### src/rtl/mc_main_fsm_pkg.sv
// Shared types and encodings for the multicycle controller.
// Covers the state encoding, instruction fields, ALU commands and the per-state control word.
package mc_main_fsm_pkg;

   typedef enum logic [3:0] {
      S_FETCH  = 4'd0,
      S_DECODE = 4'd1,
      S_MEMADR = 4'd2,
      S_MEMRD  = 4'd3,
      S_MEMWB  = 4'd4,
      S_MEMWR  = 4'd5,
      S_EXECR  = 4'd6,
      S_EXECI  = 4'd7,
      S_ALUWB  = 4'd8,
      S_BRANCH = 4'd9
   } state_e;

   localparam logic [1:0] OP_DP  = 2'b00;
   localparam logic [1:0] OP_MEM = 2'b01;
   localparam logic [1:0] OP_BR  = 2'b10;
   localparam logic [1:0] OP_ILL = 2'b11;

   localparam logic [3:0] CMD_ADD = 4'b0100;
   localparam logic [3:0] CMD_SUB = 4'b0010;
   localparam logic [3:0] CMD_AND = 4'b0000;
   localparam logic [3:0] CMD_ORR = 4'b1100;
   localparam logic [3:0] CMD_CMP = 4'b1010;

   localparam logic [1:0] ALU_ADD = 2'b00;
   localparam logic [1:0] ALU_SUB = 2'b01;
   localparam logic [1:0] ALU_AND = 2'b10;
   localparam logic [1:0] ALU_ORR = 2'b11;

   typedef struct packed {
      logic       ir_write;
      logic       next_pc;
      logic       reg_w;
      logic       mem_w;
      logic       branch;
      logic       adr_src;
      logic       alu_op;
      logic [1:0] result_src;
      logic [1:0] alu_src_a;
      logic [1:0] alu_src_b;
   } ctrl_t;

   // Moore control word for a state; anything not set stays 0.
   function automatic ctrl_t state_ctrl(state_e s);
      ctrl_t c;
      c = '0;
      case (s)
         S_FETCH: begin
            c.ir_write   = 1'b1;
            c.next_pc    = 1'b1;
            c.alu_src_a  = 2'b01;
            c.alu_src_b  = 2'b10;
            c.result_src = 2'b10;
         end
         S_DECODE: begin
            c.alu_src_a  = 2'b01;
            c.alu_src_b  = 2'b10;
            c.result_src = 2'b10;
         end
         S_MEMADR: c.alu_src_b = 2'b01;
         S_MEMRD:  c.adr_src   = 1'b1;
         S_MEMWB: begin
            c.result_src = 2'b01;
            c.reg_w      = 1'b1;
         end
         S_MEMWR: begin
            c.adr_src = 1'b1;
            c.mem_w   = 1'b1;
         end
         S_EXECR: c.alu_op = 1'b1;
         S_EXECI: begin
            c.alu_src_b = 2'b01;
            c.alu_op    = 1'b1;
         end
         S_ALUWB: c.reg_w = 1'b1;
         S_BRANCH: begin
            c.alu_src_b  = 2'b01;
            c.result_src = 2'b10;
            c.branch     = 1'b1;
         end
         default: c = '0;
      endcase
      return c;
   endfunction

endpackage

### src/rtl/mc_main_fsm_if.sv
// Controller <-> datapath bundle: instruction fields in, strobes and selects out.
// The master side is the controller and the slave side is the datapath.
interface mc_main_fsm_if;
   logic [1:0] Op;
   logic [5:0] Funct;
   logic       IRWrite;
   logic       NextPC;
   logic       RegW;
   logic       MemW;
   logic       Branch;
   logic       AdrSrc;
   logic       NoWrite;
   logic [1:0] ResultSrc;
   logic [1:0] ALUSrcA;
   logic [1:0] ALUSrcB;
   logic [1:0] ALUControl;
   logic [1:0] FlagW;
   logic [3:0] StateDbg;

   modport master (
      input  Op, Funct,
      output IRWrite, NextPC, RegW, MemW, Branch, AdrSrc, NoWrite,
             ResultSrc, ALUSrcA, ALUSrcB, ALUControl, FlagW, StateDbg
   );

   modport slave (
      output Op, Funct,
      input  IRWrite, NextPC, RegW, MemW, Branch, AdrSrc, NoWrite,
             ResultSrc, ALUSrcA, ALUSrcB, ALUControl, FlagW, StateDbg
   );
endinterface

### src/rtl/mc_aludec.sv
// ALU decoder: turns ALUOp and the cmd/S fields into ALUControl, FlagW and NoWrite.
// It is purely combinational; outside the execute states it requests an add with no flag updates.
module mc_aludec
   import mc_main_fsm_pkg::*;
(
   input  logic       alu_op_i,
   input  logic [4:0] funct_i,
   output logic [1:0] alu_control_o,
   output logic [1:0] flag_w_o,
   output logic       no_write_o
);

   // NOTE: every output gets a default before the branches so no latch is inferred.
   always_comb begin
      alu_control_o = ALU_ADD;
      flag_w_o      = 2'b00;
      no_write_o    = 1'b0;
      if (alu_op_i) begin
         case (funct_i[4:1])
            CMD_ADD: alu_control_o = ALU_ADD;
            CMD_SUB: alu_control_o = ALU_SUB;
            CMD_AND: alu_control_o = ALU_AND;
            CMD_ORR: alu_control_o = ALU_ORR;
            CMD_CMP: alu_control_o = ALU_SUB;
            default: alu_control_o = ALU_ADD;
         endcase
         // The C and V flags only make sense for arithmetic operations.
         flag_w_o[1] = funct_i[0];
         flag_w_o[0] = funct_i[0] &
                       ((alu_control_o == ALU_ADD) || (alu_control_o == ALU_SUB));
         if (funct_i[4:1] == CMD_CMP) begin
            flag_w_o   = 2'b11;
            no_write_o = 1'b1;
         end
      end
   end

endmodule

### src/rtl/mc_main_fsm.sv
// Multicycle controller main FSM: the next-state decoder plus registered Moore control outputs.
// The ALU decoder hangs off the registered ALUOp.
module mc_main_fsm
   import mc_main_fsm_pkg::*;
(
   input  logic           clk,
   input  logic           reset,
   mc_main_fsm_if.master  bus
);

   state_e     state_q, state_d;
   ctrl_t      ctrl_q;
   logic       no_write_q;
   logic [1:0] alu_control;
   logic [1:0] flag_w;
   logic       dec_no_write;

   always_comb begin
      state_d = S_FETCH;
      case (state_q)
         S_FETCH:  state_d = S_DECODE;
         S_DECODE: begin
            case (bus.Op)
               OP_MEM:  state_d = S_MEMADR;
               OP_DP:   state_d = bus.Funct[5] ? S_EXECI : S_EXECR;
               OP_BR:   state_d = S_BRANCH;
               OP_ILL:  state_d = S_FETCH;
               default: state_d = S_FETCH;
            endcase
         end
         S_MEMADR: state_d = bus.Funct[0] ? S_MEMRD : S_MEMWR;
         S_MEMRD:  state_d = S_MEMWB;
         S_EXECR,
         S_EXECI:  state_d = S_ALUWB;
         default:  state_d = S_FETCH;
      endcase
   end

   // Outputs are registered from the next state so that they always match state_q.
   // NOTE: reset loads the FETCH control word rather than zero, so reset and FETCH look identical.
   always_ff @(posedge clk or posedge reset) begin
      if (reset) begin
         state_q    <= S_FETCH;
         ctrl_q     <= state_ctrl(S_FETCH);
         no_write_q <= 1'b0;
      end else begin
         state_q <= state_d;
         ctrl_q  <= state_ctrl(state_d);
         if (ctrl_q.alu_op) begin
            no_write_q <= dec_no_write;
         end
      end
   end

   mc_aludec u_aludec (
      .alu_op_i      (ctrl_q.alu_op),
      .funct_i       (bus.Funct[4:0]),
      .alu_control_o (alu_control),
      .flag_w_o      (flag_w),
      .no_write_o    (dec_no_write)
   );

   assign bus.IRWrite    = ctrl_q.ir_write;
   assign bus.NextPC     = ctrl_q.next_pc;
   assign bus.RegW       = ctrl_q.reg_w;
   assign bus.MemW       = ctrl_q.mem_w;
   assign bus.Branch     = ctrl_q.branch;
   assign bus.AdrSrc     = ctrl_q.adr_src;
   assign bus.ResultSrc  = ctrl_q.result_src;
   assign bus.ALUSrcA    = ctrl_q.alu_src_a;
   assign bus.ALUSrcB    = ctrl_q.alu_src_b;
   assign bus.ALUControl = alu_control;
   assign bus.FlagW      = flag_w;
   // A compare suppresses the writeback that follows it in ALUWB.
   assign bus.NoWrite    = dec_no_write | ((state_q == S_ALUWB) & no_write_q);
   assign bus.StateDbg   = state_q;

endmodule
### src/flat_wrapper.sv
// flat-port wrapper written by rule: the top's interface ports become plain ports
module mc_main_fsm_flat import mc_main_fsm_pkg::*;
  (clk, reset, bus_Op, bus_Funct, bus_IRWrite, bus_NextPC, bus_RegW, bus_MemW, bus_Branch, bus_AdrSrc, bus_NoWrite, bus_ResultSrc, bus_ALUSrcA, bus_ALUSrcB, bus_ALUControl, bus_FlagW, bus_StateDbg);
  mc_main_fsm_if bus_i ();
  input  logic clk;
  input  logic reset;
  input wire logic [$bits(bus_i.Op)-1:0] bus_Op;
  input wire logic [$bits(bus_i.Funct)-1:0] bus_Funct;
  output wire logic [$bits(bus_i.IRWrite)-1:0] bus_IRWrite;
  output wire logic [$bits(bus_i.NextPC)-1:0] bus_NextPC;
  output wire logic [$bits(bus_i.RegW)-1:0] bus_RegW;
  output wire logic [$bits(bus_i.MemW)-1:0] bus_MemW;
  output wire logic [$bits(bus_i.Branch)-1:0] bus_Branch;
  output wire logic [$bits(bus_i.AdrSrc)-1:0] bus_AdrSrc;
  output wire logic [$bits(bus_i.NoWrite)-1:0] bus_NoWrite;
  output wire logic [$bits(bus_i.ResultSrc)-1:0] bus_ResultSrc;
  output wire logic [$bits(bus_i.ALUSrcA)-1:0] bus_ALUSrcA;
  output wire logic [$bits(bus_i.ALUSrcB)-1:0] bus_ALUSrcB;
  output wire logic [$bits(bus_i.ALUControl)-1:0] bus_ALUControl;
  output wire logic [$bits(bus_i.FlagW)-1:0] bus_FlagW;
  output wire logic [$bits(bus_i.StateDbg)-1:0] bus_StateDbg;
  assign bus_i.Op = bus_Op;
  assign bus_i.Funct = bus_Funct;
  assign bus_IRWrite = bus_i.IRWrite;
  assign bus_NextPC = bus_i.NextPC;
  assign bus_RegW = bus_i.RegW;
  assign bus_MemW = bus_i.MemW;
  assign bus_Branch = bus_i.Branch;
  assign bus_AdrSrc = bus_i.AdrSrc;
  assign bus_NoWrite = bus_i.NoWrite;
  assign bus_ResultSrc = bus_i.ResultSrc;
  assign bus_ALUSrcA = bus_i.ALUSrcA;
  assign bus_ALUSrcB = bus_i.ALUSrcB;
  assign bus_ALUControl = bus_i.ALUControl;
  assign bus_FlagW = bus_i.FlagW;
  assign bus_StateDbg = bus_i.StateDbg;
  mc_main_fsm u_core (.clk(clk), .reset(reset), .bus(bus_i));
endmodule
### config.mk
export PLATFORM = sky130hd
export DESIGN_NAME = mc_main_fsm_flat
export DESIGN_NICKNAME = d
export VERILOG_FILES = /design/src/rtl/mc_main_fsm_pkg.sv /design/src/rtl/mc_main_fsm_if.sv /design/src/rtl/mc_aludec.sv /design/src/rtl/mc_main_fsm.sv /design/src/flat_wrapper.sv
export SDC_FILE = /design/constraint.sdc
export NUM_CORES = 1
export LEC_CHECK = 0
export ABC_AREA = 1
export BUFFER_PORTS_ARGS = -buffer_cell sky130_fd_sc_hd__buf_2
export CAP_MARGIN = 30
export CORE_UTILIZATION = 45
export CTS_CLUSTER_DIAMETER = 200
export DETAILED_ROUTE_END_ITERATION = 7
export PLACE_DENSITY = 0.81
export SKIP_LAST_GASP = 1
export SLEW_MARGIN = 20
export SYNTH_ARGS = -nofsm -noshare
export SYNTH_HDL_FRONTEND = slang
export SYNTH_SLANG_ARGS = --single-unit
### constraint.sdc
create_clock -name clk -period 1.5 [get_ports clk]
set_clock_uncertainty 0.15 [all_clocks]
set_input_delay 0.225 -clock clk [delete_from_list [all_inputs] [get_ports clk]]
set_output_delay 0.225 -clock clk [all_outputs]
set_load 0.05 [all_outputs]
# Word level (Yosys, flattened, before mapping)
# Index checks and enable logic that the tools add are counted.
# classes
eq_ne	22
n_mux	20
bitwise	3
reduce_logical	14
# op_table
operator	count
4-bit by 3-bit == test with 1-bit output (second input constant)	6
4-bit by 2-bit == test with 1-bit output (second input constant)	5
4-bit == test (second input constant)	5
4-bit one-hot mux with 5 select lines	1
4-bit one-hot mux with 4 select lines	1
4-bit zero test	3
2-bit OR reduction	6
2-bit two-way mux	5
1-bit two-way mux	9
4-bit by 1-bit == test with 1-bit output (second input constant)	2
2-bit one-hot mux with 2 select lines	2
2-bit one-hot mux with 3 select lines	1
3-bit OR reduction	2
2-bit by 1-bit == test with 1-bit output (second input constant)	2
2-bit == test (second input constant)	2
2-bit zero test	2
3-bit two-way mux	1
1-bit bitwise AND	2
1-bit logical OR	1
1-bit OR	1
# totals
regBits	17
inputBits	10
output_inout_bits	21
word_cells	71

# Longest topological paths before layout
# depth
depth_word	9
depth_mapped	8
ltp_nobuf	8

# By module
# A second synthesis with hierarchy kept.
# hier_totals
cells_unflattened	102
area_unflattened_um2	835.8
# by_module_without_submodules
mod	instances	cells_each	area_per_inst_um2	seq_area_each_um2
mc_main_fsm	1	81	740.7	405.4
mc_aludec	1	21	95.1	0.0

# Worst setup path before layout
# OpenSTA, ideal clock, no wires.
# synth_timing
path_type	register -> output
startpoint	register u_core.ctrl_q[6] (netlist name)
endpoint	output bus_FlagW[0]
arrival_ns	2.111
required_ns	1.125
setup_slack_ns	-0.986
stages_incl_launch_ff	4
path_buffers	0
cell_sequence	dfrtp_1 -> inv_1 -> o21ai_0 -> and2_1
# synth_via
elab_chain_len	1
# synth_rtl
element	line	source
start, declared	mc_main_fsm.sv:12	ctrl_t ctrl_q;
start signal, assigned	mc_main_fsm.sv:44	ctrl_q <= state_ctrl(S_FETCH);
start signal, assigned	mc_main_fsm.sv:48	ctrl_q <= state_ctrl(state_d);
2-bit two-way mux	mc_aludec.sv:18	if (alu_op_i) begin
end, declared	flat_wrapper.sv:20	output wire logic [$bits(bus_i.FlagW)-1:0] bus_FlagW;
# Every way passes these cells.

# Worst setup path in the final report
# Ends and elaborated chain as after synthesis.

==> impl_results.md <==
- Overall power: between 2000 and 2500 uW
- Detailed Routing Iterations Pass 1: 4
- Fraction of layout cells with a size suffix above 1: a little over half
- Startpoint types: register
- Sink Count: 15
- CTS buffer count: 3
- Port Buf Inserts: 29
- Mapped Cells: 88
- WS Path Type: register to output port
- Fill cell count: between 100 and 150
- Vias in the first global route: a little under 700
- Initial core utilization: 48.2%
- Boundary pin count: 31
- Unrepaired setup endpoints after global routing: true
- CTS max path bufs: 2
- Initial antenna violation count: 0
- Final WL: between 1.5 and 2 mm
- Die area: 1760 um^2
- Overflow after GRT: 0
- Worst-margin pin slew: around 0.56 ns
- Share of the synthesized area in the top cell type: roughly two fifths
- Max-cap violations: 0
- Syn Area/Cell: between 8 and 9 um^2
- Path depth of the worst reg2reg path: 9
- Die H: ~42 um
- PwrDens: between 2000 and 2500 nW/um^2
- Final slew viol count: 0
- Synth Area in Adders: 0%
- # setup viols final: 4
- Fmax: about 590 MHz
- Worst Path Arrival: 1.31 ns
- Reg2Reg Capture Point: u_core.bus.ALUSrcB[0]
- Final core utilization: 71.7%
- Worst Path Required: between 1 and 1.5 ns
- Area growth, synth to finish: 48.9%
- Tcrit/Tclk final: 112%
- Starting DRC count in detailed routing: 16
- Largest family of logic cells by synthesized area: simple AND/OR/NAND/NOR gates
- CTS Root Cell: clkbuf_4
- Compound-Gate Fraction of Synth Area: under 10%
- Syn nets: 98
- Crit path cell chain: nand4_1 > o21ai_2 > and2_4 > buf_8
- Post-synthesis register bit count: 15
- End of the critical path: bus_FlagW[0]
- CTS H-tree lvls: 1
- Worst skew pair latency: 0.29 ns
- WL per Instance: 11.9 um
- Clock transition at path regs: roughly 0.09 ns
- Mux cell area share after synthesis: 0%
- Failing checks: setup timing
- Largest net degree at the start of global routing: 16
- Largest cells by area after synthesis: dfrtp_1 42%, dfstp_2 11%, inv_1 9.4%, nand2_1 7.9%, nor2_1 5.2%
- Status: finished with violations
- Final worst slack: -0.183 ns
- Post-DRT Antenna Nets: 0
- Std cell rows: 14
- Global-route wire length before repair: between 2 and 3 mm
- Sequential fraction of the synthesis area: around 53%
- Most common cell after layout, fill and taps aside: buf_2
- DR vias: around 700
- Worst-path fanout max: 3
- Synth Warn #: 0
- Fin. Hold Viols: 0
- Worst path slowest cell: dfrtp_1
- GRT Util Overall: 20.9%
- CTS tree: done
- Hold Crit Class: input port to register
- Number of vias per cell: around 4.8
- Max incr delay on CP: approximately 0.38 ns
- Number of remaining DRC errors: 0
- Yosys cell types: 18
- Max VDD drop: roughly 1.4 mV
- # diodes: 0
- Core footprint: 1490 um^2
- Leak: between 0.0006 and 0.0007 uW
- Setup crit start: u_core.ctrl_q[6]
- CP endpoint kind: output port
- Most frequent cells in the layout: 24 x buf_2, 17 x inv_1, 14 x nand2_1
- Min cycle time layout: 1.68 ns
- Reg2Reg Setup Slack: 0.08 ns
- Post-synthesis simple-gate area fraction: 29.8%
- Synthesized cell area: around 720 um^2
- Nets: approximately 140
- Post-synth top area cell: dfrtp_1
- Placer Congestion: 0.872
- Die W: between 40 and 50 um
- Dpl hpwl: between 1 and 1.5 mm
- R2r startpoint: u_core.bus.StateDbg[1]
- Setup Slack @ Placement: -0.0737 ns
- Synth Area in XOR/XNOR: 0%
- Slew headroom: around 63%
==> sequential cells by signal, summed over array words and instances, names as in the netlist <==
| name | flops |
|---|---|
| u_core.bus.ALUSrcA | 1 |
| u_core.bus.ALUSrcB | 1 |
| u_core.bus.AdrSrc | 1 |
| u_core.bus.Branch | 1 |
| u_core.bus.IRWrite | 1 |
| u_core.bus.MemW | 1 |
| u_core.bus.RegW | 1 |
| u_core.bus.ResultSrc | 2 |
| u_core.bus.StateDbg | 4 |
| u_core.ctrl_q | 1 |
| u_core.no_write_q | 1 |
==> final cells by class <==
cell class | count | area, um^2 | area share [%]
inverters | 20 | 75.1 | 7.03
clock buffers | 3 | 22.5 | 2.11
well taps | 16 | 20.0 | 1.88
multi-input cells | 50 | 277 | 25.9
clock inverters | 1 | 5.00 | 0.469
repair buffers | 42 | 284 | 26.6
flip-flops and latches | 15 | 384 | 36.0
==> Yosys cell counts, drive strengths merged <==
| cell type | number |
|---|---|
| a21oi | 1 |
| and2 | 1 |
| buf | 3 |
| conb | 1 |
| dfrtp | 12 |
| dfstp | 3 |
| inv | 20 |
| nand2 | 18 |
| nand3 | 8 |
| nand4 | 3 |
| nor2 | 14 |
| o21ai | 2 |
| o31ai | 1 |
| or2 | 1 |
==> how the worst min path moves through the flow <==
stage	start	endpoint	slack, ns	cells past startpoint
4_1_cts	bus_Funct[0]	u_core.bus.StateDbg[1]	0.07	3
2_1_floorplan	reset	u_core.bus.ALUSrcB[0]	-0.03	1
6_report	bus_Funct[0]	u_core.bus.StateDbg[1]	0.06	3
3_3_place_gp	reset	u_core.bus.Branch	0.13	2
5_1_grt	bus_Funct[0]	u_core.bus.StateDbg[1]	0.07	3
3_5_place_dp	reset	u_core.bus.AdrSrc	0.15	2
==> kinds of logic (layout without fill, tap and decap cells) <==
group / after synthesis / in the layout
compound gates: 4 / 4
flops: 15 / 15
simple gates: 45 / 45
buf+inv: 23 / 66
other cells: 1 / 1
==> critical path: cells and delay by family, from the launching register on <==
family	cells	cell delay (ns)
AO/OA/AOI/OAI	1	0.13
buffers and inverters	1	0.14
flip-flops	1	0.38
AND/OR/NAND/NOR	2	0.38
==> per-layer routing <==
| layer | up-vias | track usage (%) | part of all wire, % |
|---|---|---|---|
| met4 | 0 | 7.74 | 1.0 |
| met1 | 329 | 21.6 | 42 |
| met2 | 24 | 38.1 | 52 |
| met5 | - | 0 | 0 |
| met3 | 5 | 7.39 | 5.3 |
| li1 | 345 | - | - |
==> stage by stage <==
| stage | cell area [um^2] | setup TNS, ns | hold slack (ns) | instances |
|---|---|---|---|---|
| after CTS | 1030 | -0.358 | 0.0669 | 146 |
| after global routing | 1070 | -0.852 | 0.0691 | 147 |
| after floorplan | 743 | -0.481 | -0.0259 | 88 |
| after detailed placement | 916 | -0.0943 | 0.151 | 134 |
| after global placement | 916 | -0.0533 | 0.128 | 134 |
| final | 1070 | -0.682 | 0.0646 | 147 |
==> power by group <==
group,total (uW),internal [uW],switching (uW),leakage [uW]
clock network,236,99.2,137,0.0000177
logic,1370,359,1010,0.000435
registers,671,587,83.8,0.000187
total,2280,1040,1230,0.000640
==> what timing repair did <==
| item | in CTS | in global routing |
|---|---|---|
| setup endpoints to repair | 5 | 9 |
| hold buffers | 1 | 0 |
| hold endpoints to repair | 12 | 0 |
| pin swaps | 3 | 3 |
| buffers inserted | 7 | 3 |
| gates resized for setup | 9 | 9 |
(Power assumes the default switching activity.)
